File: src/rtl/intrapred_pkg.sv
// Shared types and constants for the intra-prediction frame sequencer.
package intrapred_pkg;

    localparam int unsigned INTRAPRED_PIPE_DEPTH      = 5;
    localparam int unsigned INTRAPRED_MB_NUMBER_BITS  = 12;

    typedef enum logic [1:0] {
        IDLE  = 2'd0,
        RUN   = 2'd1,
        DRAIN = 2'd2,
        DONE  = 2'd3
    } sched_state_t;

    typedef logic [INTRAPRED_MB_NUMBER_BITS:0] mb_num_t;

endpackage

File: src/rtl/intrapred_tag_pipe.sv
// Valid/tag shift register mirroring the macroblock held by each pipeline stage.
module intrapred_tag_pipe #(
    parameter int unsigned DEPTH = 5,
    parameter int unsigned TAG_W = 13
) (
    input  logic             clk,
    input  logic             reset,
    input  logic             advance,
    input  logic             flush,
    input  logic             in_valid,
    input  logic [TAG_W-1:0] in_tag,
    output logic [DEPTH-1:0] valid,
    output logic [TAG_W-1:0] last_tag
);

    logic [DEPTH-1:0][TAG_W-1:0] tag_q;

    always_ff @(posedge clk or posedge reset) begin
        if (reset) begin
            valid <= '0;
            tag_q <= '0;
        end else if (flush) begin
            valid <= '0;
            tag_q <= '0;
        end else if (advance) begin
            valid <= {valid[DEPTH-2:0], in_valid};
            tag_q <= {tag_q[DEPTH-2:0], in_tag};
        end
    end

    assign last_tag = tag_q[DEPTH-1];

endmodule

File: src/rtl/intrapred_mb_scheduler.sv
// Frame sequencer: issues macroblock numbers into the intra-prediction pipeline,
// tracks stage occupancy and hands finished macroblocks downstream via valid/ready.
module intrapred_mb_scheduler
    import intrapred_pkg::*;
#(
    parameter int unsigned MB_NUMBER_BITS = INTRAPRED_MB_NUMBER_BITS,
    parameter int unsigned NUM_MBS        = 396,
    parameter int unsigned PIPE_DEPTH     = INTRAPRED_PIPE_DEPTH
) (
    input  logic                    clk,
    input  logic                    reset,
    input  logic                    start,
    input  logic                    abort,
    output logic                    advance,
    output logic [MB_NUMBER_BITS:0] mbnumber,
    output logic [PIPE_DEPTH-1:0]   stage_valid,
    output logic                    out_valid,
    input  logic                    out_ready,
    output logic [MB_NUMBER_BITS:0] out_mbnumber,
    output logic                    busy,
    output logic                    frame_done
);

    localparam int unsigned     CNT_W   = MB_NUMBER_BITS + 2;
    localparam logic [CNT_W-1:0] LAST_MB = CNT_W'(NUM_MBS - 1);

    sched_state_t      state_q;
    sched_state_t      state_d;
    logic [CNT_W-1:0]  issue_cnt;
    logic [CNT_W-1:0]  retire_cnt;
    logic              in_run;
    logic              issue;
    logic              transfer;
    logic              flush;

    assign in_run     = (state_q == RUN);
    assign busy       = (state_q == RUN) || (state_q == DRAIN);
    assign frame_done = (state_q == DONE);
    assign out_valid  = stage_valid[PIPE_DEPTH-1];

    // Abort freezes the pipeline for its cycle so the shown output is never accepted.
    assign advance  = busy && !abort && (!out_valid || out_ready);
    assign transfer = advance && out_valid;
    assign issue    = advance && in_run;
    assign flush    = busy && abort;

    assign mbnumber = in_run ? issue_cnt[MB_NUMBER_BITS:0] : '0;

    always_comb begin
        state_d = state_q;
        unique case (state_q)
            IDLE: begin
                if (start) state_d = RUN;
            end
            RUN: begin
                if (abort)                               state_d = IDLE;
                else if (issue && issue_cnt == LAST_MB)  state_d = DRAIN;
            end
            DRAIN: begin
                if (abort)                                  state_d = IDLE;
                else if (transfer && retire_cnt == LAST_MB) state_d = DONE;
            end
            DONE: begin
                state_d = IDLE;
            end
            default: begin
                state_d = IDLE;
            end
        endcase
    end

    always_ff @(posedge clk or posedge reset) begin
        if (reset) begin
            state_q    <= IDLE;
            issue_cnt  <= '0;
            retire_cnt <= '0;
        end else begin
            state_q <= state_d;
            if (((state_q == IDLE) && start) || flush) begin
                issue_cnt  <= '0;
                retire_cnt <= '0;
            end else begin
                if (issue)    issue_cnt  <= issue_cnt + CNT_W'(1);
                if (transfer) retire_cnt <= retire_cnt + CNT_W'(1);
            end
        end
    end

    intrapred_tag_pipe #(
        .DEPTH (PIPE_DEPTH),
        .TAG_W (MB_NUMBER_BITS + 1)
    ) u_tag_pipe (
        .clk      (clk),
        .reset    (reset),
        .advance  (advance),
        .flush    (flush),
        .in_valid (in_run),
        .in_tag   (issue_cnt[MB_NUMBER_BITS:0]),
        .valid    (stage_valid),
        .last_tag (out_mbnumber)
    );

endmodule

File: config.mk
export PLATFORM = sky130hd
export DESIGN_NAME = intrapred_mb_scheduler
export DESIGN_NICKNAME = d
export VERILOG_FILES = /design/src/rtl/intrapred_pkg.sv /design/src/rtl/intrapred_tag_pipe.sv /design/src/rtl/intrapred_mb_scheduler.sv
export SDC_FILE = /design/constraint.sdc
export NUM_CORES = 1
export LEC_CHECK = 0
export BUFFER_PORTS_ARGS = -buffer_cell sky130_fd_sc_hd__buf_4
export CAP_MARGIN = 40
export CELL_PAD_IN_SITES_DETAIL_PLACEMENT = 1
export CELL_PAD_IN_SITES_GLOBAL_PLACEMENT = 1
export CORE_MARGIN = 10
export CORE_UTILIZATION = 43
export DETAILED_ROUTE_END_ITERATION = 10
export PLACE_DENSITY_LB_ADDON = 0.1
export SETUP_SLACK_MARGIN = 0.5
export SYNTH_ARGS = -nofsm -noshare
export SYNTH_HDL_FRONTEND = slang
export SYNTH_SLANG_ARGS = --single-unit
File: constraint.sdc
create_clock -name clk -period 3.9 [get_ports clk]
set_input_delay 1.17 -clock clk [delete_from_list [all_inputs] [get_ports clk]]
set_output_delay 1.17 -clock clk [all_outputs]
set_load 0.03 [all_outputs]
* Yosys cells after proc, flatten, opt, wreduce, memory -nomap -nowiden
Cells that the tools add are included.
** Word-level totals
- Bits in registers :: 100
- Input port bits :: 5
- Output and inout bits :: 35
- Word-level logic and storage cells :: 52
** Cells by class
- Add/subtract/negate cells :: 2
- Equality and inequality tests :: 8
- Muxes and demuxes :: 15
- Reduce and logical (&&, ||, !) cells :: 18
** Operators by type and width (count)
- $mux W65 :: 2
- $mux W14 :: 4
- $add A14 B1 Y14 const B :: 2
- $eq A14 B9 Y1 const B :: 2
- $mux W13 :: 1
- $mux W2 :: 5
- $mux W5 :: 2
- $logic_and A1 B1 Y1 :: 8
- $pmux W2 S4 :: 1
- $ne A3 B2 Y1 const B :: 2
- $reduce_bool A2 Y1 :: 3
- $eq A2 B2 Y1 const B :: 2
- $logic_or A1 B1 Y1 :: 3
- $reduce_and A3 Y1 :: 1
- $eq A2 B1 Y1 const B :: 1
- $logic_not A1 Y1 :: 2
- $logic_not A2 Y1 :: 1
- $ne A2 B2 Y1 const B :: 1

* Logic depth before layout (Yosys ltp)
Gate-level depths: netlist of the first run.
- Word-level depth :: 9
- Depth in mapped cells :: 8
- Depth with buffers taken out :: 7

* Cells and area by module
Synthesis of the first run repeated with hierarchy kept, for this count alone.
** Unflattened totals
- Cell total of the unflattened synthesis :: 434
- Area total of the unflattened synthesis :: 4732.0 um^2
** By module, submodules not included
- intrapred_tag_pipe :: times used 1, cells each 240, area an instance 2964.1 um^2, seq. area each 1751.7 um^2
- intrapred_mb_scheduler :: times used 1, cells each 194, area an instance 1767.9 um^2, seq. area each 750.7 um^2

* Least setup slack after synthesis of the first run
No wires, ideal clock.
- Path kind :: input port to output port
- From :: input port abort
- To :: output port advance
- Arrival time :: 1.927 ns
- Required time :: 2.730 ns
- Slack :: 0.803 ns
- Cell stages on the path :: 4
- Path buffers :: 2
- Cell sequence :: and2b_4 -> and2_1 -> buf_2 -> buf_4
** On the way
- Longest elaborated chain between the ends :: 3
** Ends and longest elaborated chain
- start: declaration :: RTL line intrapred_mb_scheduler.sv:13 : input logic abort,
- $logic_not A1 Y1 :: RTL line intrapred_mb_scheduler.sv:42 : assign advance = busy && !abort && (!out_valid || out_ready);
- $logic_and A1 B1 Y1 (2 in series) :: RTL line intrapred_mb_scheduler.sv:42
- end: declaration :: RTL line intrapred_mb_scheduler.sv:14 : output logic advance,
No other way between the ends.

* Worst setup path in the final report of the first run
- From :: input port out_ready
- To :: output port advance
** On the way
- Longest elaborated chain between the ends :: 2
** Ends and longest elaborated chain
- start: declaration :: RTL line intrapred_mb_scheduler.sv:18 : input logic out_ready,
- $logic_or A1 B1 Y1 :: RTL line intrapred_mb_scheduler.sv:42
- $logic_and A1 B1 Y1 :: RTL line intrapred_mb_scheduler.sv:42
No other way between the ends.

==> results of run 1 <==
==> final cells by class <==
class                           instances  area (µm²)
Sequential cell                       100        2502
Inverter                                5       22.52
Clock buffer                           10       127.6
Tap cell                              133       166.4
Fill cell                            1079        4967
Clock inverter                          6       57.56
Timing Repair Buffer                   43       342.8
Multi-Input combinational cell        219        1633
==> stage by stage <==
stage	hold slack (ns)	power [mW]	setup slack (ns)	utilization [%]	cells
floorplan	0.4662	1.719	0.8031	-	359
global placement	0.4829	1.893	0.7398	47.38	499
detailed placement	0.4827	1.930	0.7303	47.53	500
CTS	0.5123	2.563	0.6916	49.41	516
global route	0.5263	2.682	0.5910	49.41	516
finish	0.5065	2.521	0.7320	49.41	516
==> cells in the final DEF, fill, tap and decap left out, drive strengths merged <==
| cell type | Yosys | layout |
|---|---|---|
| buf | 33 | 43 |
| nand2 | 14 | 14 |
| nor2 | 28 | 28 |
| and4b | 2 | 2 |
| and2 | 14 | 14 |
| a22oi | 1 | 1 |
| and3 | 1 | 1 |
| nand3 | 9 | 9 |
| nand4 | 7 | 7 |
| xnor2 | 9 | 9 |
| nor3b | 1 | 1 |
| or2 | 2 | 2 |
| clkinv | 0 | 3 |
| or3 | 4 | 4 |
| nand4b | 1 | 1 |
| a22o | 70 | 70 |
| and2b | 1 | 1 |
| mux2i | 2 | 2 |
| clkbuf | 2 | 10 |
| nor3 | 7 | 7 |
| xor2 | 13 | 13 |
| dfrtp | 100 | 100 |
| nor4 | 6 | 6 |
| and4 | 1 | 1 |
| inv | 5 | 7 |
| clkinvlp | 0 | 1 |
| a31oi | 2 | 2 |
| nand2b | 2 | 2 |
| ha | 7 | 7 |
| a21oi | 5 | 5 |
| nand3b | 1 | 1 |
| o21ai | 7 | 7 |
| nor2b | 2 | 2 |
==> power by group <==
group	internal, mW	leakage (nW)	switching (mW)
registers	1.08	1.39	0.0447
clock network	0.247	0.0949	0.385
logic	0.191	0.814	0.570
==> how the worst max path moves through the flow <==
stage,from,cells after the start,to
floorplan,abort,4,advance
global placement,out_ready,4,advance
detailed placement,out_ready,4,advance
CTS,state_q[1]$_DFFE_PP0P_,4,mbnumber[0]
global route,state_q[1]$_DFFE_PP0P_,4,mbnumber[0]
finish,out_ready,4,advance
==> metal layers <==
layer | vias up | wire length, µm
met4 | 0 | 172
met5 | - | 0
met2 | 28 | 4197
met1 | 1498 | 4367
met3 | 12 | 211
li1 | 1320 | -
==> cell usage after synthesis, drive strengths merged, types with 4 or more instances <==
library cell | instances | area, µm²
and2 | 14 | 88.84
xnor2 | 9 | 78.83
nor4 | 6 | 52.55
nand4 | 7 | 73.82
ha | 7 | 87.58
buf | 33 | 200.2
nor2 | 28 | 105.1
a21oi | 5 | 25.02
nor3 | 7 | 55.05
dfrtp | 100 | 2502
a22o | 70 | 613.1
inv | 5 | 18.77
nand3 | 9 | 45.04
nand2 | 14 | 52.55
o21ai | 7 | 35.03
or3 | 4 | 25.02
xor2 | 13 | 113.9
==> flip-flops by register name, summed over array words and instances, names as in the netlist <==
name / flops
issue_cnt: 14
retire_cnt: 14
state_q: 2
u_tag_pipe.last_tag: 13
u_tag_pipe.tag_q: 52
u_tag_pipe.valid: 5
==> critical path: cells and delay by family <==
| family | cells | cell delay (ns) |
|---|---|---|
| buf+inv | 2 | 0.30 |
| simple gates | 2 | 0.52 |
==> cell families after synthesis <==
| logic type | after synthesis |
|---|---|
| compound gates | 85 |
| xor+xnor | 22 |
| fa+ha+maj | 7 |
| buf+inv | 40 |
| flops | 100 |
| mux | 2 |
| simple gates | 103 |
==> results list, run 1 <==
- Run status: finished clean
* Max-cap violation count: 0
* Critical path's most frequent cell: sky130_fd_sc_hd__buf_4
- For met2 alone, demand over resource in global routing was 20.21%.
- Measured along the x axis, the die boundary spans 120.6 µm.
- In the global route stage, overall resource usage came out at 13.00%.
- Final worst path period share: 81.23%
- In this run the post-CTS setup repair buffer count came out at 0.
- Placeable Area: 9819 µm²
* Worst-case hold path end point: u_tag_pipe.last_tag[10]$_DFFE_PP0P_
- Number of I/O port buffers: 39
* Highest cell delay on the worst timing path: 0.27 ns
- By area, the combinational part of the netlist is dominated by compound AO/OA/AOI/OAI gates.
- Wire length after detailed routing: 8949 µm
- STA classifies the critical path startpoint as an input port.
- The analysis attributes to cell leakage a power of 2.301 nW.
- Category of the worst setup path capture point: output port
- Simple-gate portion of the synthesized area: 14.41%
* Violation count after the first detailed-route iteration: 243
- CTS Root Buffer Type: sky130_fd_sc_hd__clkbuf_8
* DR pass1 iterations: 4
* Unique cell type count in the Yosys netlist: 40
- Between clock sinks in the finished design, the worst skew comes to 0.01432 ns.
- Dpl cell area: 4667 µm²
- Area of the die: 14540 µm²
- Required time reported for the critical path endpoint: 2.73 ns
- For the final routed database, the setup TNS stands at 0 ns.
- In the final routed layout, each cell accounts on average for 17.34 µm.
* Clock latency at the later pin of the worst-skew pair: 0.36 ns
- The H-tree generated during clock tree synthesis spans 3 levels.
- Of the post-synthesis cell area, the part taken by muxes is 0.4603%.
- In this run the tightest slew margin relative to its limit is 51.58%.
- Worst hold path cell count: 1
* Clock Tree Buf Depth: 2
* Die H: 120.6 µm
* Count of antenna diodes in the layout: 0
- In the synthesized netlist the async set-or-reset flop fraction comes to 100.0%.
- In this run the count of I/O pins placed on the die edge is 40.
- The startpoint identified for the worst hold timing path is u_tag_pipe.last_tag[10]$_DFFE_PP0P_.
- Power spread over the standard cell area amounts to 519.5 nW/µm².
- Number of buffers added by the clock tree synthesis step: 9
* Vias post-DR: 2858
- Once the clock tree was built, the resizer swapped 0 gates to a different size.
- Setup violations remaining at the end of the flow were counted as 0.
* Final number of hold-violating endpoints: 0
* Number of global-route vias before repair: 2917
- The number of hold buffers added after CTS was 0.
* Effective utilization at floorplan: 44.29%
* Largest net degree at the start of global routing: 101
- In this run, synthesis inferred 0 flip-flops with an integrated enable.
- Summing the areas of all compound-gate instances in the mapped netlist gives 15.94% of the synthesized area.
- After global routing, the most crowded layer is met2.
- Share of synthesized area occupied by flip-flops and latches: 57.54%
- Total number of placement rows: 36
- Post-synthesis register bit count: 100
* Fmax achieved: 315.7 MHz
- Reg2Reg Setup Slack: 1.28 ns
- Worst-path clk slew: 0.09 ns
- YS warnings: 0
- Met3 capacity usage during global routing: 2.327%
* Data arrival time of the critical path: 2.00 ns
* Worst setup path class: in2out
- At the pin with the least slew margin, the transition time is 0.7264 ns.
* First-pass GRT wire length: 15570 µm
- Worst-path cell chain: buf_4 > nand2b_2 > and2_2 > buf_4
- The number of cells on the worst reg-to-reg path is 8.
- Summing all non-filler instances in the final layout gives an area of 4852 µm².
- Summing the areas of all xor and xnor instances in the mapped netlist gives 4.430% of the synthesized area.
* Worst R2R Start: state_q[0]$_DFFE_PP0P_
* Worst hold-check path type: reg2reg
- Detailed placement finished with a half-perimeter wire length of 5878 µm.
- For this design, the slowest cell found on the critical path is sky130_fd_sc_hd__and2_2.
* Layout cell share with drive strength beyond 1: 19.32%
- Weighted congestion reported at the end of routability-driven placement: 0.7941
- For this run, the leading register cell type out of synthesis is sky130_fd_sc_hd__dfrtp_1.
- Crit path max fanout: 5
- The number of antenna violations at the first check in global routing came to 0.
- Time the worst path needs with I/O delays and setup: 3.168 ns
- Setup repair after global routing left no endpoint under its margin.
- TritonCTS built the clock tree.
* Global routing usage on met1: 17.53%
- Remaining global-route overflow: 0
- The detail route stage leaves a number of antenna-violating nets equal to 0.
- Count of clock tree sinks: 100
- Final number of max-transition violations: 0
- Combined area of all synthesized cells: 4349 µm²
- In the routed design, unresolved DRC markers number 0.
- The worst register-to-register path ends at issue_cnt[0]$_DFFE_PP0P_.
- The net count of the finished layout is 390.
- Synth Net Count: 371
* Cells after Synth: 359
- Routed via count divided by cell count: 5.539
- Arithmetic-cell share of the synthesized area counting full adders, half adders and majority gates: 2.014%
- Area growth from synthesis to layout: 11.56%
- VDD sags by at most 0.3017 mV.
- Post-Syn Area per Cell: 12.11 µm²
No activity file was read; power rests on OpenSTA's default activity.
==> inputs of run 2 (changes only) <==
--- a/config.mk
+++ b/config.mk
@@ -10,7 +10,7 @@
 export CELL_PAD_IN_SITES_DETAIL_PLACEMENT = 1
 export CELL_PAD_IN_SITES_GLOBAL_PLACEMENT = 1
 export CORE_MARGIN = 10
-export CORE_UTILIZATION = 43
+export CORE_UTILIZATION = 48
 export DETAILED_ROUTE_END_ITERATION = 10
 export PLACE_DENSITY_LB_ADDON = 0.1
 export SETUP_SLACK_MARGIN = 0.5
==> constraint.sdc (replaced) <==
create_clock -name clk -period 3.2 [get_ports clk]
set_input_delay 0.96 -clock clk [delete_from_list [all_inputs] [get_ports clk]]
set_output_delay 0.96 -clock clk [all_outputs]
set_load 0.03 [all_outputs]
==> run 2 against run 1 <==
Hold slack about the same. Die area fell by 8.7%. Clock-buffer cell count did not move. Cell area is 2.0% higher. First-iteration DRC count decreased by 49%. Critical path type unchanged.
==> results list, run 2 (synthesis gave the netlist of run 1 again) <==
* Count of placed standard cells in the final layout, fillers left out: 502 (-2.7%)
- The number of max-capacitance violations reported is 0 (unchanged).
- Count of nets after finishing: 401 (+2.8%)
- Register with the highest flop count: u_tag_pipe.tag_q
- Area of the die: 13270 µm² (-8.7%)
- STA classifies the critical path endpoint as an output port.
* Worst-path cell chain: buf_4 > and2b_4 > and2_2 > buf_6
- By startpoint and endpoint, the worst setup path is classified as in2out.
- Fillers: 915 (-15%)
- Setup repair after global routing left no endpoint under its margin.
* H-Tree Level Count: 3 (unchanged)
* Ports: 40 (unchanged)
- TritonCTS built the clock tree.
* Number of global-route vias before repair: 2962 (+1.5%)
* Count of clock tree sinks: 100 (unchanged)
* GRT Overall Usage: 14.36% (+1.4 points)
- Worst hold-check path type: reg2reg
- The signal arrival time at the worst endpoint is 1.72 ns (-0.28 ns).
* Worst hold path cell count: 1 (unchanged)
- Time the worst path needs with I/O delays and setup: 2.682 ns
- The maximum fanout along the worst path came to 8 (+3).
* TNS Setup: 0 ns (unchanged)
- The count of inserted antenna diode cells came to 0 (unchanged).
- Leaving out fill and tap cells, the most frequent cell in the layout is sky130_fd_sc_hd__dfrtp_1.
* Final number of hold-violating endpoints: 0 (unchanged)
- Final number of max-transition violations: 0 (unchanged)
- The normalized max-slew margin came to 61.92% (+10 points).
- The worst vdd rail ir drop is 0.3548 mV (+18%).
- Number of DRC violations after detailed routing: 0 (unchanged)
- Placeable Area: 8763 µm² (-11%)
- Cell Count Post-Placement: 480 (-4.0%)
- The run finished with clean final reports.
* Fmax achieved: 372.8 MHz
* Hold buffer count at cts: 0 (unchanged)
- Of the available clock period, the critical path in the final layout requires 83.82%.
- Startpoint class of the critical path: input port
* Wire length after detailed routing: 9187 µm (+2.7%)
* Total number of placement rows: 34 (-5.6%)
* DIE WIDTH: 115.2 µm (-4.5%)
- Worst clock skew: 0.007304 ns (-0.007016 ns)
- Largest registers: u_tag_pipe.tag_q (52), issue_cnt (14), retire_cnt (14)
- The stage delay of the slowest cell on the critical path was 0.27 ns (about the same).
- Leakage power figure: 2.366 nW (+2.8%)
- The clock latency of the later-clocked register in the worst-skew pair was 0.36 ns (about the same).
- The number of antenna violations at the first check in global routing came to 0 (unchanged).
- The tree is rooted in a sky130_fd_sc_hd__clkbuf_8.
- Effective utilization at floorplan: 49.63% (+5.3 points)
* Area growth from synthesis to layout: 13.75%
- The library cells used most frequently in the layout, excluding fill and tap cells, are sky130_fd_sc_hd__dfrtp_1 (100), sky130_fd_sc_hd__a22o_1 (70), sky130_fd_sc_hd__buf_4 (51).
* Cell Pwr Density: 649.4 nW/µm² (+25%)
* Layout cell share with drive strength beyond 1: 22.84% (+3.5 points)
* DR pass1 iterations: 4 (unchanged)
- The iteration-0 DRC count of the detailed router was 125 (-49%).
- Routed via count divided by cell count: 5.703 (+3.0%)
- Count of final setup violators: 0 (unchanged)
* Master of the slowest instance on the critical path: sky130_fd_sc_hd__and2b_4
- The overall overflow remaining after global route came to 0 (unchanged).
- The largest buffer count on any clock path is 2 (unchanged).
* Sum of net half-perimeters after detailed placement: 6242 µm (+6.2%)
- The routability congestion estimate from global placement is 0.8145 (+2.6%).
- The remaining antenna violation count after routing is 0 (unchanged).
- The worst endpoint required time was 2.24 ns (-0.49 ns).
- Detail-routed net length per standard cell: 18.30 µm (+5.5%)
- The final design utilization came to 56.45% (+7.0 points).
- The clock-pin slew on the worst setup and hold paths is 0.09 ns (about the same).
- Measured slew at the worst slew-check pin: 0.5713 ns (-0.1551 ns)
* Vias post-DR: 2863 (+0.17%)
- First-pass GRT wire length: 15640 µm (+0.44%)
* Largest net degree at the start of global routing: 62 (-39%)
- Number of buffers added by the clock tree synthesis step: 9 (unchanged)
* Number of I/O port buffers: 39 (unchanged)
- The count of cells along the worst register-to-register path came to 7 (-1).
* Die H: 115.2 µm (-4.5%)
- The flip-flop count of the largest register after layout is 52 (unchanged).
## run 2: layer usage
| metal | track usage [%] | vias up | routed length, µm |
|---|---|---|---|
| li1 | - | 1341 | - |
| met1 | 18.72 | 1478 | 4115 |
| met2 | 22.97 | 35 | 4624 |
| met3 | 3.646 | 9 | 327 |
| met4 | 4.455 | 0 | 119 |
| met5 | 0 | - | 0 |
## run 2: per-stage QoR
stage	area (µm²)	worst slack, ns	total power, mW	hold slack [ns]
after floorplan	4353	0.5091	2.095	0.4662
after detailed placement	4678	0.4390	2.389	0.4858
final	4947	0.5178	3.213	0.5069
after CTS	4891	0.4351	3.193	0.5122
after global placement	4678	0.4555	2.373	0.4830
after global routing	4947	0.4934	3.415	0.5235
## run 2: report_power, final
group,internal (mW),switching (mW)
logic,0.343,0.730
registers,1.32,0.0556
clock network,0.318,0.447
## run 2: worst max-delay path, delay by kind of cell
kind                   cells  cell delay (ns)
and+or+nand+nor            2             0.46
buffers and inverters      2             0.29
## run 2: path summary, 6_finish.rpt
path                                                   from                                  to  slack, ns
setup / recovery                                      abort                             advance       0.52
hold / removal             u_tag_pipe.tag_q[35]$_DFFE_PP0P_    u_tag_pipe.tag_q[35]$_DFFE_PP0P_       0.51
setup reg to reg                     state_q[1]$_DFFE_PP0P_  u_tag_pipe.last_tag[3]$_DFFE_PP0P_       1.02
hold reg to reg            u_tag_pipe.tag_q[35]$_DFFE_PP0P_    u_tag_pipe.tag_q[35]$_DFFE_PP0P_       0.51
max in group asynchronous                             reset            issue_cnt[8]$_DFFE_PP0P_       1.89
min in group asynchronous                             reset    u_tag_pipe.tag_q[40]$_DFFE_PP0P_       0.63
## run 2: final cells by class
class	instances	area, µm²	area share [%]
Tap cell	108	135.1	2.731
Clock buffer	10	137.6	2.782
Timing Repair Buffer	54	434.2	8.776
Clock inverter	6	52.55	1.062
Inverter	5	22.52	0.4552
Sequential cell	100	2502	50.58
Multi-Input combinational cell	219	1663	33.61
## run 2: timing repair
action	CTS	global route
pin swaps	1	0
endpoints found under the setup margin	12	13
buffers inserted	1	5
gates resized for setup	3	5
==> inputs of run 3 (changes only) <==
--- a/config.mk
+++ b/config.mk
@@ -10,7 +10,7 @@
 export CELL_PAD_IN_SITES_DETAIL_PLACEMENT = 1
 export CELL_PAD_IN_SITES_GLOBAL_PLACEMENT = 1
 export CORE_MARGIN = 10
-export CORE_UTILIZATION = 48
+export CORE_UTILIZATION = 43
 export DETAILED_ROUTE_END_ITERATION = 10
 export PLACE_DENSITY_LB_ADDON = 0.1
 export SETUP_SLACK_MARGIN = 0.5
==> constraint.sdc (replaced) <==
create_clock -name clk -period 2.3 [get_ports clk]
set_input_delay 0.69 -clock clk [delete_from_list [all_inputs] [get_ports clk]]
set_output_delay 0.69 -clock clk [all_outputs]
set_load 0.03 [all_outputs]
==> run 3 against run 2 <==
Clock-buffer cell count stayed put. Utilization is 1.1 points lower. Critical path type is now reg2out. Largest power group is now combinational cells. Largest cell class unchanged. Routed wire length is 14% higher.
==> results list, run 3 (synthesis gave the netlist of run 1 again) <==
* Run status: finished clean
- H-Tree Level Count: 3 (unchanged)
- The remaining antenna violation count after routing was 0 (unchanged).
* Area of the die: 14540 µm² (+9.6%)
* Total number of placement rows: 36 (+5.9%)
- The detailed-router iteration count before antenna repair came to 4 (unchanged).
- Number of buffers added by the clock tree synthesis step: 9 (unchanged)
- The worst vdd rail ir drop was 0.6809 mV (+92%).
- The largest net degree at the start of global routing came to 71 (+15%).
- The half-perimeter wire length after placement came to 6218 µm (-0.39%).
- DIE WIDTH: 120.6 µm (+4.7%)
- The largest registers in the layout are u_tag_pipe.tag_q (52), issue_cnt (14), retire_cnt (14).
* Initial antenna violation count: 0 (unchanged)
- In the layout the commonest cells are sky130_fd_sc_hd__dfrtp_1 (99), sky130_fd_sc_hd__a22o_1 (69), sky130_fd_sc_hd__buf_4 (41).
* Leakage power figure: 2.585 nW (+9.3%)
- Area growth from synthesis to layout: 24.91%
* Flip-flop count of the largest register after layout: 52 (unchanged)
- The count of pins over their slew limit is 0 (unchanged).
- Slew HR: 63.86% (+1.9 points)
- The number of design rule violations left after detail routing was 0 (unchanged).
- Worst setup path class: reg2out
- Placeable Area: 9819 µm² (+12%)
- Worst flop-to-flop path endpoint: issue_cnt[5]$_DFFE_PP0P_
- Worst hold-check path type: in2async
* Unrepaired setup endpoints after global routing: true
- TritonCTS built the clock tree.
- Fmax achieved: 447.7 MHz
- The number of hold buffers added after CTS was 0 (unchanged).
- Crit path max fanout: 3 (-5)
- The detailed-route wire length is 10460 µm (+14%).
* Final number of hold-violating endpoints: 0 (unchanged)
* Fillers: 1039 (+14%)
- Vias post-DR: 2969 (+3.7%)
* Effective utilization at floorplan: 44.29% (-5.3 points)
- The number of failing setup endpoints in the final timing report came to 0 (unchanged).
- Final worst path period share: 97.12%
* Startpoint class of the critical path: flop
* Final cell utilization of the core: 55.33% (-1.1 points)
- The TritonCTS sink count is 100 (unchanged).
* Ports: 40 (unchanged)
- Violation count after the first detailed-route iteration: 249 (+99%)
- The slew at the pin closest to its max-slew limit came to 0.5410 ns (-0.03024 ns).
- The vertical die dimension was 120.6 µm (+4.7%).
- The routability congestion estimate from global placement was 0.7666 (-5.9%).
- The final setup TNS came to 0 ns (unchanged).
- Detail-routed net length per standard cell: 19.27 µm (+5.3%)
- In this run the critical register-to-register path is launched from state_q[1]$_DFFE_PP0P_.
- The library cell used most frequently in the layout, excluding fill and tap cells, is sky130_fd_sc_hd__dfrtp_1.
- Subtracting the final worst setup slack from the clock period gives 2.234 ns.
* GRT Overall Usage: 14.63% (+0.27 points)
- Category of the worst setup path capture point: output port
* Cells on worst reg2reg path: 9 (+2)
- The largest buffer count on any clock path is 2 (unchanged).
- The tree is rooted in a sky130_fd_sc_hd__clkbuf_8.
* Remaining global-route overflow: 0 (unchanged)
* Count of nets after finishing: 417 (+4.0%)
- More flip-flops sit in one register than any other, and that register is u_tag_pipe.tag_q.
* Required time reported for the critical path endpoint: 1.61 ns (-0.63 ns)
- The number of max-capacitance violations reported is 0 (unchanged).
- First-pass GRT wire length: 17220 µm (+10%)
* Layout cell share with drive strength beyond 1: 32.68% (+9.8 points)
* Number of global-route vias before repair: 3184 (+7.5%)
- The count of inserted antenna diode cells is 0 (unchanged).
- Data arrival time of the critical path: 1.54 ns (-0.18 ns)
* Clock latency at the later pin of the worst-skew pair: 0.36 ns (about the same)
- The worst setup slack for register-to-register paths came to 0.29 ns (-0.73 ns).
* Number of I/O port buffers: 39 (unchanged)
* Worst-path clk slew: 0.11 ns (+0.02 ns)
* Worst clock skew: 0.01642 ns (+0.009115 ns)
* Routed via count divided by cell count: 5.468 (-4.1%)
- The power per unit of standard cell area is 933.0 nW/µm² (+44%).
run 3: cell types whose count changed in the layout (fill, tap and decap cells not counted), moves of 3 or more:
cell,change
sky130_fd_sc_hd__and2_4,+14
sky130_fd_sc_hd__nor2_2,+3
sky130_fd_sc_hd__nor2_1,-3
sky130_fd_sc_hd__bufbuf_16,+3
sky130_fd_sc_hd__buf_4,-10
sky130_fd_sc_hd__and2_1,-12
sky130_fd_sc_hd__nor3_4,+3
sky130_fd_sc_hd__buf_6,+19
sky130_fd_sc_hd__inv_6,-3
run 3: cell type report:
cell class | instances | area [µm²] | share of cell area [%]
inverters | 5 | 22.52 | 0.4146
clock inverters | 6 | 56.30 | 1.036
clock buffers | 10 | 127.6 | 2.349
multi-input cells | 219 | 1795 | 33.05
flip-flops and latches | 100 | 2504 | 46.08
well taps | 133 | 166.4 | 3.063
repair buffers | 70 | 760.7 | 14.00
run 3: layer usage:
| metal | routed length (µm) | vias up | part of all wire (%) | track usage [%] |
|---|---|---|---|---|
| met5 | 0 | - | 0 | 0 |
| met3 | 386 | 7 | 3.7 | 3.443 |
| li1 | - | 1375 | - | - |
| met2 | 5335 | 50 | 51 | 24.86 |
| met4 | 107 | 0 | 1.0 | 3.771 |
| met1 | 4632 | 1537 | 44 | 18.32 |
run 3: power breakdown:
| group | leakage [nW] | switching (mW) | internal, mW | total, mW |
|---|---|---|---|---|
| logic | 1.10 | 1.20 | 0.888 | 2.09 |
| registers | 1.39 | 0.0850 | 1.84 | 1.92 |
| clock network | 0.0909 | 0.641 | 0.417 | 1.06 |
run 3: how the worst max path moves through the flow:
stage | depth (start not counted) | start | end
2_1_floorplan | 6 | state_q[0]$_DFFE_PP0P_ | advance
5_1_grt | 5 | state_q[1]$_DFFE_PP0P_ | advance
3_5_place_dp | 4 | abort | advance
3_3_place_gp | 4 | abort | advance
4_1_cts | 5 | state_q[0]$_DFFE_PP0P_ | advance
6_report | 5 | state_q[1]$_DFFE_PP0P_ | advance
run 3: critical path, stage by stage (launching register included):
cell and delay (ns):
sky130_fd_sc_hd__dfrtp_1 0.41, sky130_fd_sc_hd__inv_2 0.13, sky130_fd_sc_hd__ha_4 0.22, sky130_fd_sc_hd__and2b_4 0.16, sky130_fd_sc_hd__and2_4 0.15, sky130_fd_sc_hd__buf_6 0.14
run 3: what timing repair did:
action / 4_1_cts / 5_1_grt
setup endpoints to repair: 39 / 101
resized for setup: 50 / 13
buffers inserted: 12 / 6
gates cloned: 4 / 0
pin swaps: 24 / 9
hold endpoints to repair: 0 / 0
run 3: stage by stage:
step	power, mW	instances	worst slack (ns)	hold slack [ns]	area, µm²
finish	5.069	543	0.06617	0.3591	5433
global route	5.340	543	0.01952	0.3688	5433
CTS	5.000	537	0.04021	0.3700	5333
detailed placement	3.435	505	0.1848	0.4840	4785
global placement	3.351	504	0.2014	0.4824	4757
floorplan	2.985	359	0.2159	0.4662	4398
